<file path="src/rtl/ticket_vendor_bot_one_hot.sv">
// ticket_vendor_bot_one_hot
// Moore FSM for a single-ticket vending bot. The ticket costs 40. The
// customer inserts 10 and 20 bills, one per clock. Exact payment issues the
// ticket. Overpayment (30 held + 20) returns all of the money.
// The state register is one-hot. Every output is decoded straight from the
// state bits, so no input reaches an output combinationally.

module ticket_vendor_bot_one_hot (
    input  logic Clock,
    input  logic Clear,
    input  logic Ten,
    input  logic Twenty,
    output logic Ready,
    output logic Bill,
    output logic Dispense,
    output logic Return
);

    // Bit position of each state inside the one-hot register.
    localparam int unsigned READY_BIT    = 0;
    localparam int unsigned BILL10_BIT   = 1;
    localparam int unsigned BILL20_BIT   = 2;
    localparam int unsigned BILL30_BIT   = 3;
    localparam int unsigned DISPENSE_BIT = 4;
    localparam int unsigned RETURN_BIT   = 5;

    // One-hot state encodings.
    localparam logic [5:0] S_READY    = 6'b000001;
    localparam logic [5:0] S_BILL10   = 6'b000010;
    localparam logic [5:0] S_BILL20   = 6'b000100;
    localparam logic [5:0] S_BILL30   = 6'b001000;
    localparam logic [5:0] S_DISPENSE = 6'b010000;
    localparam logic [5:0] S_RETURN   = 6'b100000;

    logic [5:0] state_q;
    logic [5:0] state_d;
    logic       bill10;
    logic       bill20;

    // Decode the bill inputs. {Ten,Twenty}=11 is illegal and counts as no bill.
    assign bill10 = Ten & ~Twenty;
    assign bill20 = Twenty & ~Ten;

    // Next-state logic. Any illegal encoding (no bit set, or several bits
    // set) falls into the default branch and recovers to READY.
    always_comb begin
        // NOTE: state_d gets a value before the case statement. Every path
        // therefore assigns it, and no latch is inferred.
        state_d = S_READY;
        case (state_q)
            S_READY, S_DISPENSE, S_RETURN: begin
                // The DISPENSE and RETURN states last one cycle. A bill
                // inserted during that cycle starts the next sale at once.
                if (bill10) begin
                    state_d = S_BILL10;
                end else if (bill20) begin
                    state_d = S_BILL20;
                end else begin
                    state_d = S_READY;
                end
            end
            S_BILL10: begin
                if (bill10) begin
                    state_d = S_BILL20;
                end else if (bill20) begin
                    state_d = S_BILL30;
                end else begin
                    state_d = S_BILL10;
                end
            end
            S_BILL20: begin
                if (bill10) begin
                    state_d = S_BILL30;
                end else if (bill20) begin
                    state_d = S_DISPENSE;
                end else begin
                    state_d = S_BILL20;
                end
            end
            S_BILL30: begin
                // 30 held + 20 = 50: overpayment, so return the money.
                if (bill10) begin
                    state_d = S_DISPENSE;
                end else if (bill20) begin
                    state_d = S_RETURN;
                end else begin
                    state_d = S_BILL30;
                end
            end
            default: begin
                state_d = S_READY;
            end
        endcase
    end

    // State register. Clear is asynchronous and active-low, and it forces
    // READY immediately.
    always_ff @(posedge Clock or negedge Clear) begin
        if (!Clear) begin
            state_q <= S_READY;
        end else begin
            // NOTE: Sequential state uses a non-blocking assignment. All
            // flops then update together, with no race inside the simulator.
            state_q <= state_d;
        end
    end

    // Moore outputs taken from the raw state bits. If the encoding is ever
    // illegal, the outputs follow those bits until the next edge restores
    // READY.
    assign Ready    = state_q[READY_BIT];
    assign Bill     = state_q[BILL10_BIT] | state_q[BILL20_BIT] | state_q[BILL30_BIT];
    assign Dispense = state_q[DISPENSE_BIT];
    assign Return   = state_q[RETURN_BIT];

endmodule

</file>
<file path="config.mk">
export PLATFORM = sky130hd
export DESIGN_NAME = ticket_vendor_bot_one_hot
export DESIGN_NICKNAME = d
export VERILOG_FILES = /design/src/rtl/ticket_vendor_bot_one_hot.sv
export SDC_FILE = /design/constraint.sdc
export NUM_CORES = 1
export LEC_CHECK = 0
export BUFFER_PORTS_ARGS = -buffer_cell sky130_fd_sc_hd__buf_2
export CORE_AREA = 2 2 39 41
export CTS_CLUSTER_SIZE = 28
export DETAILED_ROUTE_END_ITERATION = 8
export DIE_AREA = 0 0 41 43
export MAX_ROUTING_LAYER = met4
export PLACE_DENSITY = 0.6
export RECOVER_POWER = 100
export SYNTH_ARGS = -nofsm -noshare
export SYNTH_HDL_FRONTEND = slang
export SYNTH_SLANG_ARGS = --single-unit
export TNS_END_PERCENT = 100
</file>
<file path="constraint.sdc">
create_clock -name Clock -period 1.5 [get_ports Clock]
set_input_delay 0.15 -clock Clock [delete_from_list [all_inputs] [get_ports Clock]]
set_output_delay 0.15 -clock Clock [all_outputs]
set_load 0.005 [all_outputs]
</file>
[Word level (Yosys, flattened, before mapping)]
Cells that the tools add are included.
Widths: inputs -> output; s select.
Word-level totals
  flip-flop bits (word level): 6
  input bits: 4
  logic and storage cells: 23
Cells by class
  equal/unequal tests: 6
  muxes and demuxes: 9
  bitwise operators: 6
  reductions and logical operators: 1
Operator list (count)
  $pmux 6 s4: 1
  $mux 6: 2
  $mux 5: 2
  $mux 4: 2
  $eq 6x1->1 const B: 1
  $eq 6x2->1 const B: 1
  $eq 6x3->1 const B: 1
  $eq 6x4->1 const B: 1
  $eq 6x5->1 const B: 1
  $eq 6x6->1 const B: 1
  $mux 3: 2
  $reduce_or 3->1: 1
  $and 1x1->1: 2
  $not 1->1: 2
  $or 1x1->1: 2

[Logic depth before layout (Yosys ltp)]
Gate-level depths: netlist (run 1).
  word-level depth: 5
  mapped depth: 5
  gate-level depth less buffers: 5

[Worst setup path before layout (run 1)]
OpenSTA, ideal clock, no wires.
  path kind: register -> register
  start: register state_q[5]
  end: register state_q[1]
  arrival: 1.410 ns
  setup slack: 0.008 ns
  cell stages (with the launch flop): 5
  path buffers: 1
  period minus slack after synthesis: 1.492 ns
  cells stage by stage: dfrtp_1 or3_1 buf_2 or4_1 o21ai_0
Between the ends
  cells in the longest elaborated chain, start to end: 3
  elaborated cells on any way between the ends: 8
  those cells by class: eq/ne (6); mux (1); reduce/logical (1)
Ends and longest elaborated chain
  start: declaration: line 35  | logic [5:0] state_q;
  start signal: assignment: line 104  | state_q <= state_d;
  $eq 6x1->1 (tied with other cells): line 50  | case (state_q)
  $reduce_or 3->1: line 50
  $pmux 6 s4 *: line 50
  via state_d[1]: line 36  | logic [5:0] state_d;
The timed path passes the listed nets; every way through them passes the cells marked *.

[Worst setup path after layout (run 1)]
Same ends and word-level chain as after synthesis.

==> flow_metrics.env, run 1 <==
export IMPL_path_buf_inv=0
export IMPL_start_util_pct=28.1
export IMPL_worst_ep_required_time_ns=1.67
export IMPL_grt_overflow=0
export IMPL_dieWidth_um=41
export IMPL_antenna_found_initial=0
export IMPL_finalSetupTns_ns=0
export IMPL_maxCapViolCount=0
export IMPL_diodes=0
export IMPL_max_freq_mhz=700
export IMPL_hp_class="primary input to asynchronous set/reset pin"
export IMPL_rsz0062_at_grt="no"
export IMPL_slew_headroom_pct=78.3
export IMPL_power_density_nw_per_um2=1380
export IMPL_peakVddDrop_v=0.000363
export IMPL_top_layer="met4"
export IMPL_hold_viol_final=0
export IMPL_worst_hold_slack_ns=0.298
export IMPL_cp_top_family="simple AND/OR/NAND/NOR gates"
export IMPL_p_leak_nw=0.210
export IMPL_dpl_cell_area_um2=439
export IMPL_regMostFlops="state_q"
export IMPL_netlist_area_um2=389
export IMPL_dp_cells=64
export IMPL_synth_top_family_by_area="simple AND/OR/NAND/NOR gates"
export IMPL_io_pins=8
export IMPL_synth_mux_area_share_pct=0
export IMPL_async_flop_share_pct=100
export IMPL_critPathSlowestCell="or4_1"
export IMPL_syn_nets=49
export IMPL_die_h_um=43
export IMPL_synth_top_area_cell="dfrtp_1"
export IMPL_num_nets_final=60
export IMPL_dieArea_um2=1760
export IMPL_cts_htree_levels=1
export IMPL_worst_ep_arrival_time_ns=1.60
export IMPL_worstSetupPathType="flip-flop to flip-flop"
export IMPL_area_growth_pct=21.9
export IMPL_viasPerCell=4.90
export IMPL_grt_max_degree=12
export IMPL_synth_simple_area_share_pct=22.2
export IMPL_rows=14
export IMPL_period_needed_ns=1.43
export IMPL_fin_area_um2=474
export IMPL_critPathMaxFanout=4
export IMPL_start_kind="flip-flop"
export IMPL_cts_root_buf="clkbuf_4"
export IMPL_postSynthCellCount=43
export IMPL_syn_area_per_cell_um2=9.05
export IMPL_avgRoutedWirePerCell_um=11.0
export IMPL_cts_setup_buffers=0
export IMPL_cp_slowest_stage_delay_ns=0.47
export IMPL_clock_latency_ns=0.25
export IMPL_largest_register_ffs=6
export IMPL_first_iter_violations=2
export IMPL_setup_viol=0
export IMPL_dpl_hpwl_um=539
export IMPL_core_um2=1380
export IMPL_synthXorXnorAreaFrac_pct=4.50
export IMPL_synth_edf_count=0
export IMPL_ys_seq_area_share_pct=38.9
export IMPL_clk_pin_slew_ns=0.05
export IMPL_layout_cells_non_filler=69
export IMPL_synth_distinct_cells=23
export IMPL_synth_top_cells_by_area="dfrtp_1 32%, dfstp_2 6.8%, ha_1 6.4%, nand3b_1 5.8%, nor4bb_1 5.1%"
export IMPL_ys_warnings_count=0
export IMPL_path_cells="or3_4 > or4_1 > o21ai_0"
export IMPL_drive_above_1_share_pct=20.8
export IMPL_grt_pass1_wl_um=1240
export IMPL_track_usage_pct=10.9
export IMPL_wl_met2_um=354
export IMPL_route_antenna_remaining_nets=0
export IMPL_cts_made_buffers=3
export IMPL_critPathCaptureType="flip-flop"
export IMPL_worst_slew_pin_slew_ns=0.325
export IMPL_first_pass_iters=3
export IMPL_wl_met1_um=345
export IMPL_synth_top_area_share_pct=32.2
export IMPL_synthFlopType="dfrtp_1"
export IMPL_fin_skew_ns=0.00137
export IMPL_port_buffers=7
export IMPL_fin_util_pct=34.3
export IMPL_synth_compound_gate_area_share_pct=18.0
export IMPL_met3_length_um=41
export IMPL_ys_ff_latch=6
export IMPL_fin_crit_sh_pct=95.2
export IMPL_clock_sinks=6
export IMPL_slew_viol_final=0
export IMPL_num_vias=338
export IMPL_route_detailed_drc=0
export IMPL_clockBufferDepth=2
export IMPL_cts_tree="built"
export IMPL_gp_congestion=0.787
export IMPL_grt_pass1_vias=293
export IMPL_synth_fa_ha_area_share_pct=6.43
export IMPL_top_regs="state_q (6)"
export IMPL_outcome="finished, final reports clean"
export IMPL_wirelength_um=756
[worst reg2reg max path: cells and delay by family, from the launching register on]
kind               cells  cell delay (ns)
and+or+nand+nor        2             0.87
DFF                    1             0.40
AOI/OAI and AO/OA      1             0.08
[cell usage after synthesis, types with 2 or more instances]
cell / number
dfrtp_1: 5
inv_1: 5
o21ai_0: 4
nand2_1: 3
nand3b_1: 3
clkbuf_1: 2
ha_1: 2
nor2_1: 2
nor4bb_1: 2
xor2_1: 2
[logic make-up (layout without fill, tap and decap cells)]
group	count (synthesis)	after routing
AO/OA/AOI/OAI	10	10
adder cells (fa/ha/maj)	2	2
AND/OR/NAND/NOR	14	14
flip-flops	6	6
XOR/XNOR	2	2
buffers and inverters	9	19
[layout make-up]
type | instances | area (um^2)
Clock buffer | 4 | 26.3
Sequential cell | 6 | 151
Multi-Input combinational cell | 28 | 204
Tap cell | 16 | 20.0
Inverter | 5 | 18.8
Timing Repair Buffer | 10 | 53.8
Fill cell | 152 | 910
[cells in the final DEF, fill, tap and decap left out]
cell type,n
nor3_1,1
xor2_1,2
nor2_1,2
a211oi_1,1
dfstp_1,1
inv_1,5
nor4bb_1,2
nor4_1,1
or3_4,1
o211ai_1,1
clkbuf_4,3
or4_1,1
nand2_1,3
buf_4,1
a311oi_1,1
o32ai_1,1
ha_1,2
o22a_2,1
o21ai_0,4
dfrtp_1,5
dlygate4sd3_1,1
buf_2,5
o21a_1,1
clkbuf_1,4
nand3b_1,3
[report_power, final]
part           total (mW)  internal [mW]  switching, mW
clock               0.164          0.101         0.0627
combinational       0.247          0.122          0.125
sequential          0.242          0.198         0.0443
[metrics by stage]
| step | power (mW) | setup slack, ns |
|---|---|---|
| 3_5_place_dp | 0.494 | 0.0864 |
| 5_1_grt | 0.696 | 0.00267 |
| 3_3_place_gp | 0.491 | 0.124 |
| 6_report | 0.654 | 0.0717 |
| 2_1_floorplan | 0.414 | 0.00756 |
| 4_1_cts | 0.664 | 0.0679 |
[worst paths after layout]
| kind | end | from | slack, ns | cells after the start |
|---|---|---|---|---|
| max | state_q[1] | state_q[5] | 0.07 | 3 |
| min | state_q[4] | Clear | 0.30 | 2 |
| max reg2reg | state_q[1] | state_q[5] | 0.07 | 3 |
| min reg2reg | state_q[5] | state_q[2] | 0.60 | 2 |
| max in group asynchronous | state_q[0] | Clear | 0.92 | 2 |
| min in group Clock | state_q[5] | Twenty | 0.37 | 4 |
[routing by layer]
layer	GRT usage [%]	vias to the layer above
li1	-	171
met1	14.2	154
met2	13.8	11
met3	1.57	2
met4	10.0	0
met5	-	-
[timing repair]
item	CTS	global route
endpoints found under the setup margin	0	1
resized for setup	0	1
endpoints found under the hold margin	6	0
hold buffers	1	0
Note: power is estimated with default switching activity, not from simulation.
==> run 2: changes to the inputs <==
CORE_AREA = not set   (was 2 2 39 41)
CORE_UTILIZATION = 30   (was not set)
DIE_AREA = not set   (was 0 0 41 43)
PLACE_DENSITY = 0.61   (was 0.6)
RECOVER_POWER = 50   (was 100)
==> run 2 against run 1 <==
  * Design area rose by 1.1%
  * Clock skew rose by 0.0070 ns
  * Sequential share of layout area fell by 0.33 points
  * Total power fell by 0.13%
  * Largest power group unchanged
==> flow_metrics.env, run 2 (synthesized netlist as in run 1, its figures left out) <==
export IMPL_top_regs="state_q (6)"
export IMPL_drive_above_1_share_pct=25.9
export IMPL_p_sw_share_pct=34.2
export IMPL_port_buffers=7
export IMPL_worst_ep_arrival_time_ns=1.56
export IMPL_wl_met2_um=381
export IMPL_power_density_nw_per_um2=1360
export IMPL_peakVddDrop_v=0.000549
export IMPL_dieArea_um2=1450
export IMPL_worst_slew_pin_slew_ns=0.350
export IMPL_route_antenna_remaining_nets=0
export IMPL_antenna_found_initial=0
export IMPL_rsz0062_at_grt="no"
export IMPL_die_h_um=38.0
export IMPL_finalSetupTns_ns=0
export IMPL_wl_met1_um=370
export IMPL_clockBufferDepth=2
export IMPL_grt_overflow=0
export IMPL_regMostFlops="state_q"
export IMPL_first_pass_iters=4
export IMPL_worstSetupPathType="flip-flop to flip-flop"
export IMPL_start_kind="flip-flop"
export IMPL_period_needed_ns=1.40
export IMPL_core_um2=1160
export IMPL_grt_max_degree=12
export IMPL_slew_headroom_pct=76.6
export IMPL_avgRoutedWirePerCell_um=11.4
export IMPL_grt_pass1_vias=319
export IMPL_viasPerCell=4.90
export IMPL_p_sw_uw=223
export IMPL_outcome="finished, final reports clean"
export IMPL_fill_cells=111
export IMPL_p_clk_share_pct=24.3
export IMPL_track_usage_pct=14.1
export IMPL_met3_length_um=23
export IMPL_slew_viol_final=0
export IMPL_diodes=0
export IMPL_area_growth_pct=23.2
export IMPL_total_power_uw=653
export IMPL_r2r_start="state_q[5]"
export IMPL_regArea_um2=151
export IMPL_fin_crit_sh_pct=93.1
export IMPL_cts_made_buffers=3
export IMPL_max_freq_mhz=716
export IMPL_critPathSlowestCell="or4_1"
export IMPL_cts_setup_buffers=0
export IMPL_dieWidth_um=38.0
export IMPL_num_nets_final=61
export IMPL_path_cells="or3_1 > or4_1 > o21ai_0"
export IMPL_p_comb_share_pct=38.6
export IMPL_seq_power_share_pct=37.1
export IMPL_layout_commonest_cell="buf_2"
export IMPL_critPathMaxFanout=4
export IMPL_wirelength_um=775
export IMPL_critPathCaptureType="flip-flop"
export IMPL_fin_skew_ns=0.00840
export IMPL_cts_root_buf="clkbuf_4"
export IMPL_cts_htree_levels=1
export IMPL_p_leak_nw=0.223
export IMPL_final_cell_mix="6 x buf_2, 5 x inv_1, 5 x dfrtp_1"
export IMPL_post_cts_resized=0
export IMPL_top_layer="met3"
export IMPL_rows=12
export IMPL_dpl_hpwl_um=590
export IMPL_gp_congestion=0.740
export IMPL_cts_tree="built"
export IMPL_first_iter_violations=3
export IMPL_hp_class="primary input to asynchronous set/reset pin"
export IMPL_start_util_pct=33.7
export IMPL_hold_viol_final=0
export IMPL_clock_latency_ns=0.24
export IMPL_cellInternalPower_uw=430
export IMPL_worst_ep_required_time_ns=1.66
export IMPL_num_vias=333
export IMPL_grt_pass1_wl_um=1300
export IMPL_ctsHoldBuffers=1
export IMPL_cp_slowest_stage_delay_ns=0.46
export IMPL_clock_sinks=6
export IMPL_largest_register_ffs=6
export IMPL_multi_input_area_um2=199
export IMPL_clk_pin_slew_ns=0.05
export IMPL_setup_viol=0
export IMPL_crit_start="state_q[5]"
export IMPL_route_detailed_drc=0
export IMPL_maxCapViolCount=0
export IMPL_io_pins=8
-- run 2: changes by cell type in the layout (fill, tap and decap cells not counted), sizes merged --
| cell | delta |
|---|---|
| clkbuf | -2 |
| buf | +3 |
-- run 2: stage by stage --
step	worst slack [ns]	utilization, %	instances	cell area [um^2]	hold slack (ns)
final	0.103	41.5	68	479	0.307
after global routing	0.0156	41.5	68	479	0.334
after CTS	0.0869	41.6	68	480	0.254
after detailed placement	0.0890	38.4	63	444	-0.0187
after global placement	0.115	38.4	63	444	-0.0205
after floorplan	0.00756	-	43	389	-0.146
-- run 2: final cells by class --
| class | instances | area share (%) |
|---|---|---|
| Sequential cell | 6 | 31.6 |
| Tap cell | 14 | 3.66 |
| Timing Repair Buffer | 11 | 13.8 |
| Clock buffer | 4 | 5.48 |
| Inverter | 5 | 3.92 |
| Multi-Input combinational cell | 28 | 41.5 |
-- run 2: worst max-delay path, delay by kind of cell, from the launching register on --
kind,cells,cell delay (ns)
compound gates,1,0.08
flops,1,0.39
simple gates,2,0.85
-- run 2: worst paths after layout --
path	depth (start not counted)	to	slack, ns
min in group Clock	4	state_q[5]	0.39
hold reg to reg	2	state_q[1]	0.58
setup reg to reg	3	state_q[1]	0.10
max in group asynchronous	2	state_q[0]	0.89
hold / removal	2	state_q[1]	0.31
setup / recovery	3	state_q[1]	0.10
-- run 2: metal layers --
metal  GRT usage (%)  up-vias
met5               -        -
met4            8.04        0
met3            5.23        0
met2            19.8        7
met1            17.2      152
li1                -      174
-- run 2: power groups by stage --
stage / registers, mW / clock network, mW / logic [mW]
after global routing: 0.247 / 0.178 / 0.289
after global placement: 0.245 / 0 / 0.250
final: 0.242 / 0.158 / 0.252
after detailed placement: 0.245 / 0 / 0.251
after floorplan: 0.225 / 0 / 0.189
after CTS: 0.242 / 0.164 / 0.255
